**src/rtl/ntt_seq.sv**
```systemverilog
// Sequencer for one NTT-core polynomial operation: steps mode/clk_counter through
// the read schedule, inserts inter-stage gaps, and aligns write strobes to the pipeline.
module ntt_seq #(
  parameter int unsigned BF_LAT     = 10,
  parameter int unsigned MULT_LAT   = 18,
  parameter int unsigned ADDSUB_LAT = 6
) (
  input  logic       clk,
  input  logic       rst_n,
  input  logic       start,
  input  logic [1:0] op,
  output logic [1:0] mode,
  output logic [7:0] clk_counter,
  output logic       rd_en,
  output logic       wr_en,
  output logic       busy,
  output logic       done
);

  localparam int unsigned MAX_BM  = (BF_LAT > MULT_LAT) ? BF_LAT : MULT_LAT;
  localparam int unsigned MAX_LAT = (MAX_BM > ADDSUB_LAT) ? MAX_BM : ADDSUB_LAT;
  localparam int unsigned LAT_W   = $clog2(MAX_LAT + 1);
  localparam int unsigned SR_W    = MAX_LAT - 1;
  localparam int unsigned TAP_W   = $clog2(SR_W);

  localparam logic [2:0] S_IDLE  = 3'd0;
  localparam logic [2:0] S_RUN   = 3'd1;
  localparam logic [2:0] S_GAP   = 3'd2;
  localparam logic [2:0] S_DRAIN = 3'd3;
  localparam logic [2:0] S_DONE  = 3'd4;

  logic [2:0]       state, state_nxt;
  logic [LAT_W-1:0] lat_cnt, lat_cnt_nxt;
  logic [SR_W-1:0]  rd_sr, rd_sr_nxt;
  logic [1:0]       mode_nxt;
  logic [7:0]       cnt_nxt;
  logic             rd_nxt, wr_nxt, busy_nxt, done_nxt;

  logic             is_ntt;
  logic [7:0]       last_cnt;
  logic [LAT_W-1:0] act_lat_m1;
  logic [TAP_W-1:0] tap;

  // Per-operation schedule length and latency; wr_en tap is latency-2 because wr_en is itself a flop
  always_comb begin
    is_ntt     = ~mode[1];
    last_cnt   = 8'd223;
    act_lat_m1 = LAT_W'(BF_LAT - 1);
    tap        = TAP_W'(BF_LAT - 2);
    case (mode)
      2'd2: begin
        last_cnt   = 8'd127;
        act_lat_m1 = LAT_W'(MULT_LAT - 1);
        tap        = TAP_W'(MULT_LAT - 2);
      end
      2'd3: begin
        last_cnt   = 8'd63;
        act_lat_m1 = LAT_W'(ADDSUB_LAT - 1);
        tap        = TAP_W'(ADDSUB_LAT - 2);
      end
      default: ;
    endcase
  end

  // Next-state and next-output logic
  always_comb begin
    state_nxt   = state;
    lat_cnt_nxt = lat_cnt;
    mode_nxt    = mode;
    cnt_nxt     = clk_counter;
    rd_nxt      = 1'b0;
    busy_nxt    = busy;
    done_nxt    = 1'b0;
    rd_sr_nxt   = {rd_sr[SR_W-2:0], rd_en};
    wr_nxt      = rd_sr[tap];

    case (state)
      S_IDLE: begin
        busy_nxt = 1'b0;
        if (start) begin
          state_nxt = S_RUN;
          mode_nxt  = op;
          cnt_nxt   = 8'd0;
          rd_nxt    = 1'b1;
          busy_nxt  = 1'b1;
          rd_sr_nxt = '0;
          wr_nxt    = 1'b0;
        end
      end
      S_RUN: begin
        if (clk_counter == last_cnt) begin
          state_nxt   = S_DRAIN;
          lat_cnt_nxt = act_lat_m1;
          if (!is_ntt) cnt_nxt = clk_counter + 8'd1;
        end else if (is_ntt && clk_counter[4:0] == 5'd31 && clk_counter[7:5] < 3'd6) begin
          state_nxt   = S_GAP;
          lat_cnt_nxt = LAT_W'(BF_LAT - 1);
        end else begin
          rd_nxt  = 1'b1;
          cnt_nxt = clk_counter + 8'd1;
        end
      end
      S_GAP: begin
        if (lat_cnt == '0) begin
          state_nxt = S_RUN;
          rd_nxt    = 1'b1;
          cnt_nxt   = clk_counter + 8'd1;
        end else begin
          lat_cnt_nxt = lat_cnt - LAT_W'(1);
        end
      end
      S_DRAIN: begin
        if (lat_cnt == '0) begin
          state_nxt = S_DONE;
          done_nxt  = 1'b1;
          busy_nxt  = 1'b0;
        end else begin
          lat_cnt_nxt = lat_cnt - LAT_W'(1);
          if (!is_ntt) cnt_nxt = clk_counter + 8'd1;
        end
      end
      S_DONE: begin
        state_nxt = S_IDLE;
        busy_nxt  = 1'b0;
      end
      default: begin
        state_nxt = S_IDLE;
        busy_nxt  = 1'b0;
      end
    endcase
  end

  always_ff @(posedge clk) begin
    if (!rst_n) begin
      state       <= S_IDLE;
      lat_cnt     <= '0;
      rd_sr       <= '0;
      mode        <= 2'd0;
      clk_counter <= 8'd0;
      rd_en       <= 1'b0;
      wr_en       <= 1'b0;
      busy        <= 1'b0;
      done        <= 1'b0;
    end else begin
      state       <= state_nxt;
      lat_cnt     <= lat_cnt_nxt;
      rd_sr       <= rd_sr_nxt;
      mode        <= mode_nxt;
      clk_counter <= cnt_nxt;
      rd_en       <= rd_nxt;
      wr_en       <= wr_nxt;
      busy        <= busy_nxt;
      done        <= done_nxt;
    end
  end

endmodule

```
**config.mk**
```make
export PLATFORM = sky130hd
export DESIGN_NAME = ntt_seq
export DESIGN_NICKNAME = d
export VERILOG_FILES = /design/src/rtl/ntt_seq.sv
export SDC_FILE = /design/constraint.sdc
export NUM_CORES = 1
export LEC_CHECK = 0
export CAP_MARGIN = 0
export CORE_UTILIZATION = 35
export DETAILED_ROUTE_END_ITERATION = 6
export PLACE_DENSITY = 0.66
export SKIP_LAST_GASP = 1
export SYNTH_ARGS = -nofsm -noshare
export SYNTH_HDL_FRONTEND = slang
export SYNTH_SLANG_ARGS = --single-unit
```
**constraint.sdc**
```tcl
create_clock -name clk -period 2.4 [get_ports clk]
set_input_delay 0.36 -clock clk [delete_from_list [all_inputs] [get_ports clk]]
set_output_delay 0.36 -clock clk [all_outputs]
set_load 0.02 [all_outputs]
```
==> flow_summary_export.csv <==
group,metric,value,unit
synthesis,synth.avg_cell_area,9.43,µm²
power,p_total,0.00124,W
clock_tree,clock_sinks,39,
synthesis,synth_flop_cell,"dfxtp_1",
die,die_height,74.5,µm
routing,wl_per_cell,14.1,µm
clock_tree,cts_buffer_depth,2,
placement,dp_hpwl,2950,µm
synthesis,synth_nets,204,
global_route,grt_pass1_wl,7010,µm
routing,avgViaCountPerCell,5.24,
routing,drc_errors,0,
final_layout,nFillCells,535,
outcome,outcome,"finished, final reports clean",
final_layout,drive_gt1_share,12.8,%
global_route,track_usage,16.8,%
synthesis,synth.distinct_cells,57,
die,start_util,36.2,%
global_route,grt_pass1_vias,1473,
hold_path,hp-class,"flop to flop",
clock_tree,cts_buffers,5,
timing,hold_violations,0,
placement,port_buffers,18,
setup_path,required,2.57,ns
clock_tree,postCtsSetupBuffers,0,
power,p_leak,0.845,nW
final_layout,nets,227,
die,die_w,74.5,µm
timing,setup_violations,0,
setup_path,end_kind,"flop",
clock_tree,root_buffer,"clkbuf_8",
routing,dr.pass1.iters,4,
die,rows,26,
final_layout,regArea,781,µm²
clock_tree,hold_buffers,0,
synthesis,synthMostInstantiatedCell,"dfxtp_1",
timing,maxSlewViolCount,0,
clock_tree,cts_tree,"done",
routing,ant_nets,0,
synthesis,synth_area_leader_cell,"dfxtp_1",
routing,wirelength,4070,µm
die,fp.coreArea,0.00507,mm²
synthesis,syn_area,0.00184,mm²
setup_path,cp_max_fo,6,
timing,worstMarginPinSlew,0.457,ns
die,io_pins,19,
synthesis,synthTopCellsByCount,"39 x dfxtp_1, 18 x and2_1, 16 x nor2_1",
final_layout,multi_input_area,977,µm²
clock_tree,cts.htree.levels,2,
power,power_density,562,mW/mm²
clock_tree,ctsResizeCount,0,
timing,period_share,87.7,%
placement,gp_congestion,0.882,
synthesis,yosysWarningCount,0,
global_route,grt-ovfl-total,0,
synthesis,syn_inst,195,
final_layout,diodes,0,
run,drv_cap,0,
timing,fin_ws,0.295,ns
timing,slew_headroom,69.5,%
routing,via_count,1515,
global_route,grt_start_max_net_pins,18,
setup_path,critical_path_arrival,2.28,ns
placement,dpl_worst_slack,0.319,ns
synthesis,async_flop_share,0,%
timing,fin_skew,0.00427,ns
clock_tree,worstSkewPairLatency,0.29,ns
timing,setup_tns,0,ns
synthesis,yosys-top-cells-area,"dfxtp_1 42%, and2_1 6.1%, nor2_1 3.3%",
routing,drt_iter0_drc,86,
timing,max_freq,475,MHz
synthesis,ys_ff_latch,39,
die,die_area,0.00555,mm²
setup_path,start_kind,"flop",
clock_tree,clk_pin_slew,0.08,ns
placement,placed_cell_area,0.00210,mm²
synthesis,yosysTopAreaCellShare,42.5,%
final_layout,areaGrowthSynthToFinish,19.6,%
global_route,antenna_found_initial,0,
final_layout,final_area,0.00220,mm²
setup_path,crit_type,"flop to flop",
timing,grt_setup_unrepaired,"false",
power,vdd.ir_drop.worst,0.000365,V
synthesis,seq_area_frac_synth,42.5,%
synthesis,synth_edf_count,0,
final_layout,final_util,43.3,%
timing,period_needed,2.10,ns
per-stage QoR:
| stage | std cells | hold WS (ns) |
|---|---|---|
| final | 289 | 0.432 |
| after global routing | 289 | 0.442 |
| after CTS | 289 | 0.436 |
| after detailed placement | 281 | 0.415 |
| after global placement | 281 | 0.409 |
| after floorplan | 195 | 0.406 |
cell families (layout without fill, tap and decap cells):
family,Yosys count,in the layout,synth area share [%]
adders and majority gates,4,4,2.72
DFF,39,39,42.5
muxes,3,3,1.63
and+or+nand+nor,82,82,26.0
AOI/OAI and AO/OA,47,47,21.9
buffers and inverters,18,42,4.36
xor gates and xnor gates,2,2,0.953
final cells by class:
type / instances / area share, %
flip-flops and latches: 39 / 35.5
inverters: 11 / 1.88
clock inverters: 3 / 1.14
multi-input cells: 138 / 44.5
well taps: 70 / 3.98
repair buffers: 23 / 9.90
clock buffers: 5 / 3.13
sequential cells by signal, summed over array words and instances (netlist names), 2 cells and up:
register	count
clk_counter	8
lat_cnt	5
mode	2
rd_sr	17
state	3
worst paths after layout:
path                            depth (start not counted)      startpoint              to  slack (ns)
worst max-delay path                                    8  clk_counter[0]  clk_counter[2]        0.30
worst min-delay path                                    1       rd_sr[12]       rd_sr[13]        0.43
worst max register to register                          8  clk_counter[0]  clk_counter[2]        0.30
worst min register to register                          1       rd_sr[12]       rd_sr[13]        0.43
report_power, final:
group          leakage, nW  internal [W]  total (W)  switching [W]
Combinational        0.485     0.0000472   0.000116      0.0000687
Sequential           0.315      0.000656   0.000666      0.0000100
Clock               0.0443      0.000208   0.000453       0.000246
cells in the final DEF, fill, tap and decap left out, drive strengths merged, types with 3 or more instances in the layout:
| cell type | netlist | routed |
|---|---|---|
| a2111oi | 3 | 3 |
| a21o | 3 | 3 |
| a21oi | 7 | 7 |
| a22oi | 3 | 3 |
| a31oi | 4 | 4 |
| and2 | 18 | 18 |
| buf | 5 | 5 |
| clkbuf | 2 | 5 |
| clkdlybuf4s50 | 0 | 18 |
| clkinv | 1 | 3 |
| dfxtp | 39 | 39 |
| ha | 4 | 4 |
| inv | 10 | 10 |
| mux2i | 3 | 3 |
| nand2 | 13 | 13 |
| nand2b | 3 | 3 |
| nand3 | 6 | 6 |
| nand4 | 4 | 4 |
| nor2 | 16 | 16 |
| nor2b | 4 | 4 |
| nor3 | 4 | 4 |
| o211ai | 4 | 4 |
| o21ai | 3 | 3 |
| o2bb2ai | 4 | 4 |
metal layers:
metal / vias to the layer above / GRT usage, % / part of all wire, %
met5: - / 0 / 0
met4: 0 / 7.55 / 2.1
met3: 8 / 4.34 / 5.3
met2: 46 / 26.0 / 45
met1: 707 / 21.9 / 47
li1: 754 / - / -
critical path, stage by stage (launching register included):
cell,delay (ns)
dfxtp_1,0.35
ha_1,0.24
and3_2,0.22
ha_1,0.16
nor2b_1,0.14
a21o_1,0.22
a31o_1,0.25
a22oi_4,0.29
o211ai_1,0.11
Power figures use the tool's default switching activity.
==> RTL edit 1 (same settings) <==
Change the parameter `ADDSUB_LAT` from 6 to 12.
--- a/src/rtl/ntt_seq.sv
+++ b/src/rtl/ntt_seq.sv
@@ -4,5 +4,5 @@
   parameter int unsigned BF_LAT     = 10,
   parameter int unsigned MULT_LAT   = 18,
-  parameter int unsigned ADDSUB_LAT = 6
+  parameter int unsigned ADDSUB_LAT = 12
 ) (
   input  logic       clk,
Check against the original RTL: not equivalent (Yosys sat finds a counterexample within 10 cycles, from zero or initial values and one cycle with rst_n low).
==> RTL edit 1 against the unedited design <==
- routed wire length decreased by 9.6%
- area after synthesis decreased by 6.9%
- clock skew increased by 0.0021 ns
- final cell count decreased by 3.1%
- setup slack got worse by 0.17 ns
- sequential cell count unchanged
- final area decreased by 2.4%
- sequential share of layout area increased by 0.89 points
- critical path type unchanged
- critical endpoint is now clk_counter[6]
- largest cell class unchanged
- highest routed layer unchanged
Power is not compared: it rests on default switching activity, and its combinational part moved more than twofold at a synthesized area within 25%.
==> RTL edit 1: results (changes against the unedited design) <==
first-pass GRT wire length=6127 µm (-13%); initial antenna violation count=0 (unchanged); CTS HTree Levels=2 (unchanged); vias in the first global route=1,247 (-15%); number of diodes=0 (unchanged); iteration count of the initial detailed-routing pass=5 (+1); final wirelength=3680 µm (-9.6%); Clock Latency Late Sink=0.29 ns (about the same); Clock Skews=0.006411 ns (+0.002136 ns); HP Class=flop to flop; Post-synth top cells=dfxtp_1 (39), nor2_1 (20), and2_1 (17); Slew @ Worst Pin=0.7321 ns (+0.2749 ns); P_leak=0.8707 nW; met1 GRT Util=0.2200 (+0.0008158); vias after detailed routing=1,397 (-7.8%); initial drt markers=50 (-42%); clock buffer depth=2 (unchanged); status=finished, final reports clean; Placed Area=2027 µm² (-3.7%); largest net degree at the start of global routing=18 (unchanged); EDFF count, synth=0 (unchanged); post-synthesis sequential area ratio=0.4565 (+0.03170); Yosys Warn Count=0 (unchanged); internal power=around 1.2 mW; main area contributors after synthesis=dfxtp_1 (46%), and2_1 (6.2%), nor2_1 (4.4%), ha_1 (2.9%), a21oi_1 (2.3%); largest registers=rd_sr x17, clk_counter x8, lat_cnt x5; CTS buffer count=5 (unchanged); Final Net Count=221 (-2.6%); max reg flops=17 (unchanged); Root Driver=clkbuf_8; asr flop ratio synth=0 (unchanged); CP Data Arrival Time=2.46 ns (+0.18 ns); Crit Path Max Fanout=5 (-1); Reg clk slew, reported paths=0.08 ns (about the same); share of layout cells above drive strength 1=0.1784 (+0.05055); Max VDD drop=about 0.00036 V; met2 global-route usage=0.2222 (-0.03804); Buffers on Ports=18 (unchanged); Synth Net Count=188 (-7.8%); met3 usage=0.04028 (-0.003083); hold buffer count at cts=0 (unchanged); all-layer global routing usage=0.1539 (-0.01393); Post-synth top flop=dfxtp_1; Synth cell types=47 (-18%); Placer Congestion=0.8726 (-1.0%); HPWL after DPL=2616 µm (-11%)
RTL edit 1: changes by cell type in the layout (fill, tap and decap cells not counted), sizes merged, moves of 4 or more:
cell,change
buf,+9
nand2,-4
nand4,-4
nor2,+4
nor3,+4
o22a,+4
o2bb2ai,-4
RTL edit 1: worst max-delay path: stages (launching register included):
cell and delay, ns:
dfxtp_1 0.33, inv_1 0.10, ha_1 0.16, or4b_4 0.50, a211oi_4 0.28, o21bai_2 0.16
a31oi_4 0.20, a21oi_2 0.11, a221o_1 0.34
RTL edit 1: path summary, 6_finish.rpt:
| kind | startpoint | endpoint | slack [ns] | cells past startpoint |
|---|---|---|---|---|
| max | lat_cnt[0] | clk_counter[6] | 0.13 | 8 |
| min | rd_sr[3] | rd_sr[4] | 0.43 | 1 |
| max reg2reg | lat_cnt[0] | clk_counter[6] | 0.13 | 8 |
| min reg2reg | rd_sr[3] | rd_sr[4] | 0.43 | 1 |
RTL edit 1: layout make-up:
class                           count  area (µm²)
Timing Repair Buffer               32       285.3
Sequential cell                    39       780.7
Inverter                            7       26.28
Fill cell                         447        2579
Multi-Input combinational cell    127       855.8
Clock buffer                        5       68.82
Clock inverter                      3       43.79
Tap cell                           67       83.83
RTL edit 1: metrics by stage:
stage | cells | total power [mW] | hold slack, ns | utilization | worst slack (ns)
after floorplan | 179 | 1.067 | 0.4057 | - | 0.2697
after global placement | 272 | 1.212 | 0.4095 | 0.4291 | 0.1453
after detailed placement | 272 | 1.218 | 0.4138 | 0.4291 | 0.1299
after CTS | 280 | 1.765 | 0.4323 | 0.4530 | 0.1077
after global routing | 280 | 1.845 | 0.4454 | 0.4540 | 0.01185
final | 280 | 1.757 | 0.4291 | 0.4540 | 0.1266
RTL edit 1: power by group through the flow:
stage	combinational, mW	sequential, mW	clock, mW
6_report	0.471	0.737	0.549
5_1_grt	0.519	0.744	0.582
4_1_cts	0.469	0.736	0.559
3_5_place_dp	0.466	0.752	0
3_3_place_gp	0.461	0.751	0
2_1_floorplan	0.301	0.767	0
RTL edit 1: logic make-up (layout without fill, tap and decap cells):
kind of cell | count (synthesis) | in the layout | synth area share
AO/OA/AOI/OAI | 39 | 39 | 0.1873
multiplexers | 4 | 4 | 0.02414
flip-flops | 39 | 39 | 0.4565
buffers and inverters | 13 | 47 | 0.04609
AND/OR/NAND/NOR | 79 | 79 | 0.2517
adder cells (fa/ha/maj) | 4 | 4 | 0.02926
XOR/XNOR | 1 | 1 | 0.005122
RTL edit 1: layer usage:
layer,part of all wire,up-vias
met4,0.014,0
met5,0,-
li1,-,706
met2,0.44,20
met3,0.033,6
met1,0.51,665
RTL edit 1: timing repair:
item,CTS,global route
setup endpoints to repair,0,3
buffers inserted,0,0
gates resized for setup,0,1
==> RTL edit 2 (config.mk and constraints unchanged) <==
Made on the original files. Register the output `rd_en` once more; this adds one clock of latency there. The other outputs are not delayed to match.
--- a/src/rtl/ntt_seq.sv
+++ b/src/rtl/ntt_seq.sv
@@ -29,4 +29,6 @@
   localparam logic [2:0] S_DRAIN = 3'd3;
   localparam logic [2:0] S_DONE  = 3'd4;
+
+  logic rd_en_s0;
 
   logic [2:0]       state, state_nxt;
@@ -72,5 +74,5 @@
     busy_nxt    = busy;
     done_nxt    = 1'b0;
-    rd_sr_nxt   = {rd_sr[SR_W-2:0], rd_en};
+    rd_sr_nxt   = {rd_sr[SR_W-2:0], rd_en_s0};
     wr_nxt      = rd_sr[tap];
 
@@ -138,5 +140,5 @@
       mode        <= 2'd0;
       clk_counter <= 8'd0;
-      rd_en       <= 1'b0;
+      rd_en_s0    <= 1'b0;
       wr_en       <= 1'b0;
       busy        <= 1'b0;
@@ -148,5 +150,5 @@
       mode        <= mode_nxt;
       clk_counter <= cnt_nxt;
-      rd_en       <= rd_nxt;
+      rd_en_s0    <= rd_nxt;
       wr_en       <= wr_nxt;
       busy        <= busy_nxt;
@@ -155,4 +157,8 @@
   end
 
+  always_ff @(posedge clk) begin
+    rd_en <= rd_en_s0;
+  end
+
 endmodule
 
Behaviour: not the same (a bounded check fails within 4 cycles, from zero or initial values and one cycle with rst_n low).
==> RTL edit 2 against the unedited design <==
- sequential share of layout area grew 0.22 points
- non-clock buffer count is the same
- total power increased by 9.8%
- sequential cell count increased by 1
- final area rose by 1.9%
- clock skew up 0.0016 ns
- worst hold slack worse by 0.048 ns
- routed wire length down 2.2%
- area after synthesis increased by 1.1%
- maximum frequency fell by 0.26%
- final cell count increased by 0.35%
- synthesized cell count increased by 0.51%
- setup slack worse by 0.0055 ns
- critical path type unchanged
- critical endpoint is now clk_counter[5]
==> RTL edit 2: results (changes against the unedited design) <==
Max-slew headroom=0.7193 (+0.02454); P_leak=0.8671 nW (+2.6%); vias in the first global route=1,416 (-3.9%); vias after detailed routing=1,482 (-2.2%); Placed Area=2125 µm² (+0.95%); Post-synth top flop=dfxtp_1; Synth Instances=196 (+0.51%); hold path startpoint=rd_en_s0; post-synthesis sequential area ratio=0.4310 (+0.006198); clock buffer depth=2 (unchanged); initial drt markers=63 (-27%); main area contributors after synthesis=dfxtp_1 (43%), and2_1 (6.1%), nor2_1 (3.2%), ha_1 (2.7%), nand2_1 (2.6%); max incr delay on CP=0.41 ns (+0.06 ns); Post-synth top cells=dfxtp_1 (40), and2_1 (18), nor2_1 (16); Post-CTS Setup Inserts=0 (unchanged); Synth Net Count=205 (+0.49%); Crit Path Max Fanout=9 (+3); Clock Skews=0.005909 ns (+0.001634 ns); all-layer global routing usage=0.1559 (-0.01191); Final Net Count=228 (+0.44%); Root Driver=clkbuf_8; CP Data Arrival Time=2.30 ns (+0.02 ns); wire per inst=13.72 µm (-2.6%); share of layout cells above drive strength 1=0.1273 (-0.0005812); largest registers=rd_sr x17, clk_counter x8, lat_cnt x5; cell count after placement=282 (+0.36%); HPWL after DPL=2853 µm (-3.1%); internal power=1.034 mW (+14%); Placer Congestion=0.8184 (-7.2%); RR Startpoint=clk_counter[0]; Max VDD drop=0.0003349 V (-8.1%); worst hold margin=0.3841 ns (-0.04755 ns); final wirelength=3980 µm (-2.2%); first-pass GRT wire length=6541 µm (-6.7%); status=finished, final reports clean
RTL edit 2: changes by cell type after synthesis, sizes merged:
cell   change
dfxtp      +1
RTL edit 2: cell families (layout without fill, tap and decap cells):
family	after synthesis	count (layout)	synth area share
flip-flops	40	40	0.4310
XOR/XNOR	2	2	0.009429
multiplexers	3	3	0.01616
buffers and inverters	18	42	0.04310
AND/OR/NAND/NOR	82	82	0.2572
adder cells (fa/ha/maj)	4	4	0.02694
AO/OA/AOI/OAI	47	47	0.2162
RTL edit 2: critical path, delay by kind of cell (launching register included):
kind | cells | cell delay [ns]
fa+ha+maj | 1 | 0.22
simple gates | 2 | 0.55
flops | 1 | 0.41
compound gates | 3 | 0.82
RTL edit 2: area by class of cell:
type	instances	area, µm²
flip-flops and latches	40	800.8
fillers	513	2867
multi-input cells	138	977.2
well taps	70	87.58
clock buffers	5	68.82
inverters	11	41.29
clock inverters	3	47.55
repair buffers	23	217.7
RTL edit 2: worst paths after layout:
| path | endpoint | cells after the start |
|---|---|---|
| worst max-delay path | clk_counter[5] | 6 |
| worst min-delay path | rd_en | 0 |
| worst max register to register | clk_counter[5] | 6 |
| worst min register to register | rd_en | 0 |
RTL edit 2: power by group through the flow:
stage | Combinational, mW | Clock [mW] | Sequential [mW]
floorplan | 0.0640 | 0 | 0.706
global route | 0.125 | 0.601 | 0.687
global placement | 0.115 | 0 | 0.701
CTS | 0.114 | 0.570 | 0.685
detailed placement | 0.114 | 0 | 0.701
finish | 0.113 | 0.558 | 0.685
RTL edit 2: routing by layer:
layer,GRT usage,share of wire,up-vias
li1,-,-,754
met1,0.1901,0.48,688
met2,0.2513,0.46,29
met3,0.04953,0.039,11
met4,0.07128,0.021,0
met5,0,0,-
RTL edit 2: through the flow:
stage	utilization	worst slack, ns
finish	0.4388	0.2898
global route	0.4388	0.1461
CTS	0.4388	0.2903
detailed placement	0.4160	0.3126
global placement	0.4160	0.3217
floorplan	-	0.3729
